===== src/rtl/switch_debounce.sv =====
// Slide-switch reader: 2-FF synchronizer, per-bit debounce counter and a
// buffered change-event register handed to the consumer over valid/ready.
module switch_debounce #(
  parameter int WIDTH           = 2,
  parameter int DEBOUNCE_CYCLES = 4
) (
  input  logic             clk,
  input  logic             rst,
  input  logic [WIDTH-1:0] sw_in,
  output logic [WIDTH-1:0] sw_stable,
  output logic             evt_valid,
  input  logic             evt_ready,
  output logic [WIDTH-1:0] evt_mask,
  output logic [WIDTH-1:0] evt_data,
  output logic             evt_ovf
);

  localparam int CW = $clog2(DEBOUNCE_CYCLES + 1);
  localparam logic [CW-1:0] CNT_MAX = CW'(DEBOUNCE_CYCLES - 1);

  logic [WIDTH-1:0] r_sync1;
  logic [WIDTH-1:0] r_sync2;
  logic [WIDTH-1:0] r_stable;
  logic [CW-1:0]    r_cnt [WIDTH];
  logic             r_evt_valid;
  logic [WIDTH-1:0] r_evt_mask;
  logic [WIDTH-1:0] r_evt_data;
  logic             r_evt_ovf;

  logic [WIDTH-1:0] w_commit_mask;
  logic [WIDTH-1:0] w_new_stable;
  logic [CW-1:0]    w_cnt_next [WIDTH];
  logic             w_evt_free;
  logic             w_evt_valid_next;
  logic [WIDTH-1:0] w_evt_mask_next;
  logic             w_evt_ovf_next;

  // Per-bit debounce: count cycles the synced level disagrees with the stable one.
  always_comb begin
    w_commit_mask = '0;
    w_new_stable  = r_stable;
    for (int i = 0; i < WIDTH; i++) begin
      w_cnt_next[i] = '0;
      if (r_sync2[i] == r_stable[i]) begin
        w_cnt_next[i] = '0;
      end else if (r_cnt[i] == CNT_MAX) begin
        w_commit_mask[i] = 1'b1;
        w_new_stable[i]  = r_sync2[i];
        w_cnt_next[i]    = '0;
      end else begin
        w_cnt_next[i] = r_cnt[i] + CW'(1);
      end
    end
  end

  // Free slot takes this cycle's commits as a fresh event; a stalled slot merges them.
  always_comb begin
    w_evt_free       = ~r_evt_valid | evt_ready;
    w_evt_valid_next = 1'b0;
    w_evt_mask_next  = '0;
    w_evt_ovf_next   = 1'b0;
    if (w_evt_free) begin
      w_evt_valid_next = |w_commit_mask;
      w_evt_mask_next  = w_commit_mask;
      w_evt_ovf_next   = 1'b0;
    end else begin
      w_evt_valid_next = 1'b1;
      w_evt_mask_next  = r_evt_mask | w_commit_mask;
      w_evt_ovf_next   = r_evt_ovf | (|(r_evt_mask & w_commit_mask));
    end
  end

  // Synchronizer, debounce state and stable levels.
  always_ff @(posedge clk or negedge rst) begin
    if (!rst) begin
      r_sync1  <= '0;
      r_sync2  <= '0;
      r_stable <= '0;
      for (int i = 0; i < WIDTH; i++) begin
        r_cnt[i] <= '0;
      end
    end else begin
      r_sync1  <= sw_in;
      r_sync2  <= r_sync1;
      r_stable <= w_new_stable;
      for (int i = 0; i < WIDTH; i++) begin
        r_cnt[i] <= w_cnt_next[i];
      end
    end
  end

  // Event register; evt_data tracks the stable levels so it matches sw_stable.
  always_ff @(posedge clk or negedge rst) begin
    if (!rst) begin
      r_evt_valid <= 1'b0;
      r_evt_mask  <= '0;
      r_evt_data  <= '0;
      r_evt_ovf   <= 1'b0;
    end else begin
      r_evt_valid <= w_evt_valid_next;
      r_evt_mask  <= w_evt_mask_next;
      r_evt_data  <= w_new_stable;
      r_evt_ovf   <= w_evt_ovf_next;
    end
  end

  assign sw_stable = r_stable;
  assign evt_valid = r_evt_valid;
  assign evt_mask  = r_evt_mask;
  assign evt_data  = r_evt_data;
  assign evt_ovf   = r_evt_ovf;

endmodule

===== config.mk =====
export PLATFORM = sky130hd
export DESIGN_NAME = switch_debounce
export DESIGN_NICKNAME = d
export VERILOG_FILES = /design/src/rtl/switch_debounce.sv
export SDC_FILE = /design/constraint.sdc
export NUM_CORES = 1
export LEC_CHECK = 0
export BUFFER_PORTS_ARGS = -buffer_cell sky130_fd_sc_hd__buf_2
export CAP_MARGIN = 20
export CORE_AREA = 4 4 41 43
export DETAILED_ROUTE_END_ITERATION = 7
export DIE_AREA = 0 0 45 47
export PLACE_DENSITY = 0.7
export SETUP_SLACK_MARGIN = 0.5
export SYNTH_ARGS = -nofsm -noshare
export SYNTH_HDL_FRONTEND = slang
export SYNTH_SLANG_ARGS = --single-unit

===== constraint.sdc =====
create_clock -name clk -period 1.5 [get_ports clk]
set_input_delay 0.15 -clock clk [delete_from_list [all_inputs] [get_ports clk]]
set_output_delay 0.15 -clock clk [all_outputs]
set_load 0.02 [all_outputs]

==> results.sh <==
export IMPL_status="completed"
export IMPL_htreeDepth=1
export IMPL_seqCellArea_um2=403
export IMPL_vias=431
export IMPL_grt_pass1_vias=440
export IMPL_end_kind="flip-flop"
export IMPL_whs_endpoint="evt_ovf"
export IMPL_synthesis_instances=48
export IMPL_hold_viol=0
export IMPL_p_per_area_nw_per_um2=1680
export IMPL_ys_types=14
export IMPL_drv_cap=0
export IMPL_path_buf_inv=0
export IMPL_rows=13
export IMPL_synth_cell_area_um2=622
export IMPL_hold_start="evt_ready"
export IMPL_worstPathArrival_ns=1.43
export IMPL_crit_chain="ha_2 > or2b_4 > nor3b_2 > o31a_1"
export IMPL_wl_per_cell_um=13.4
export IMPL_min_period_over_period=0.803
export IMPL_post_route_drc_count=0
export IMPL_cpPeakStageDelay_ns=0.37
export IMPL_die_h_um=47
export IMPL_synth_seq_cells=16
export IMPL_grt_max_degree=17
export IMPL_synth_seq_area_share=0.644
export IMPL_cts_root_buf="clkbuf_4"
export IMPL_core_area_um2=1300
export IMPL_clock_latency_ns=0.28
export IMPL_setup_ws_ns=0.296
export IMPL_start_util=0.478
export IMPL_fin_crit_ns=1.20
export IMPL_grt_pass1_wl_um=1930
export IMPL_drive_gt1_frac=0.528
export IMPL_cts_tree="yes"
export IMPL_tightest_slew_ns=0.338
export IMPL_timing_setup_tns_ns=0
export IMPL_ff2ff_path_depth=4
export IMPL_setup_viol=0
export IMPL_ys_warn_count=0
export IMPL_reg2reg_to="evt_ovf"
export IMPL_numCtsBuffers=3
export IMPL_postSynthAreaPerCell_um2=13.0
export IMPL_drt_pass1_iter_count=2
export IMPL_worst_setup_path_start_kind="flip-flop"
export IMPL_clock_sinks=16
export IMPL_critPathRequiredTime_ns=1.72
export IMPL_fmax_mhz=830
export IMPL_antenna_found_initial=0
export IMPL_io_buffers=12
export IMPL_crit_slowest_cell="dfrtp_1"
export IMPL_ys_top_cells_by_count="dfrtp_1, nand2_1, nor3b_1"
export IMPL_async_flop_share=1.00
export IMPL_n_fill_cell=79
export IMPL_reg2reg_slack_ns=0.30
export IMPL_io_pins=13
export IMPL_globalRouteOverflowTotal=0
export IMPL_viasPerCell=4.95
export IMPL_min_path_cells=3
export IMPL_die_w_um=45
export IMPL_synthFlopType="dfrtp_1"
export IMPL_relSlewSlack=0.775
export IMPL_synth_area_leader_cell="dfrtp_1"
export IMPL_synth_top_area_frac=0.644
export IMPL_reg2reg_from="r_cnt[0]"
export IMPL_ant_nets=0
export IMPL_antenna_cells=0
export IMPL_p_leak_nw=0.436
export IMPL_ir_worst_vdd_mv=0.823
export IMPL_multi_input_area_um2=295
export IMPL_path_class="reg2reg"
export IMPL_grt_util_all_layers=0.131
export IMPL_synth_most_common_cell="dfrtp_1"
export IMPL_drv_slew=0
export IMPL_area_growth_pct=51.7
export IMPL_synth_nets=55
export IMPL_skew_ns=0.00307
export IMPL_rsz0062_at_grt="true"
export IMPL_fin_nets=80
export IMPL_clockBufferDepth=2
export IMPL_path_clk_slew_ns=0.09
export IMPL_cpLargestDelayFamily="simple AND/OR/NAND/NOR gates"
export IMPL_min_path_type="in2reg"
export IMPL_synth_enable_flop_cells=0
export IMPL_drt_initial_drc_count=4
export IMPL_cp_max_fo=4
export IMPL_routed_wl_um=1160
export IMPL_die_area_um2=2120
export IMPL_gp_congestion=0.684
export IMPL_power_w=0.00158
export IMPL_dp_slack_ns=0.278
export IMPL_synth_area_leaders="dfrtp_1, nor3b_1, xnor2_2, nand2_1, ha_1"
through the flow:
step / hold slack, ns / utilization / cell area (um2) / std cells
2_1_floorplan: -0.146 / - / 654 / 48
3_3_place_gp: 0.0752 / 0.552 / 718 / 73
3_5_place_dp: 0.0734 / 0.552 / 718 / 73
4_1_cts: 0.140 / 0.664 / 865 / 82
5_1_grt: 0.161 / 0.725 / 943 / 87
6_report: 0.158 / 0.725 / 943 / 87
worst register-to-register path, stage by stage (launching register included):
cell	delay [ns]
dfrtp_1	0.37
ha_2	0.18
or2b_4	0.28
nor3b_2	0.18
o31a_1	0.15
cells in the final DEF, fill, tap and decap left out, types with 3 or more instances in the layout:
cell,Yosys,layout
buf_4,2,6
buf_6,0,8
buf_2,0,5
nor3b_2,0,3
clkbuf_4,0,3
nand2_1,8,8
dlygate4sd3_1,0,3
nor3b_1,6,3
dfrtp_1,16,14
per-layer routing:
layer  track usage  share of wire  vias to the layer above
li1              -              -                      206
met1         0.141           0.44                      214
met2         0.234           0.51                       11
met3        0.0345          0.056                        0
met4        0.0702              0                        0
met5             0              0                        -
logic make-up after synthesis:
group,after synthesis,synth area share
buffers and inverters,2,0.0241
AO/OA/AOI/OAI,4,0.0403
XOR/XNOR,2,0.0523
flip-flops,16,0.644
adder cells (fa/ha/maj),2,0.0402
AND/OR/NAND/NOR,22,0.199
registers in the layout, indices dropped and copies added, names as in the netlist:
signal	flops
r_cnt	6
evt_data	2
evt_mask	2
r_sync1	2
r_sync2	2
evt_ovf	1
evt_valid	1
what timing repair did:
action                                  4_1_cts  5_1_grt
resized for setup                            19        8
endpoints found under the setup margin       12       20
setup buffers                                 2        5
hold buffers                                  3        0
pin swaps                                     5        5
endpoints found under the hold margin        18        0
worst max path at each step:
stage,from,endpoint,slack (ns),cells after the start
2_1_floorplan,r_cnt[0],evt_ovf,0.38,4
3_3_place_gp,r_cnt[3],evt_ovf,0.31,4
3_5_place_dp,r_cnt[0],evt_ovf,0.28,4
4_1_cts,r_cnt[0],evt_valid,0.29,4
5_1_grt,r_cnt[0],evt_ovf,0.23,4
6_report,r_cnt[0],evt_ovf,0.30,4
power by group:
group          internal [W]  switching (W)
sequential         0.000527       0.000101
clock              0.000148       0.000129
combinational      0.000388       0.000291
total               0.00106       0.000520
final cells by class:
class | instances | area share
Timing Repair Buffer | 22 | 0.202
Clock buffer | 4 | 0.0385
Sequential cell | 16 | 0.427
Multi-Input combinational cell | 30 | 0.313
Tap cell | 15 | 0.0199
(Power assumes the default switching activity.)
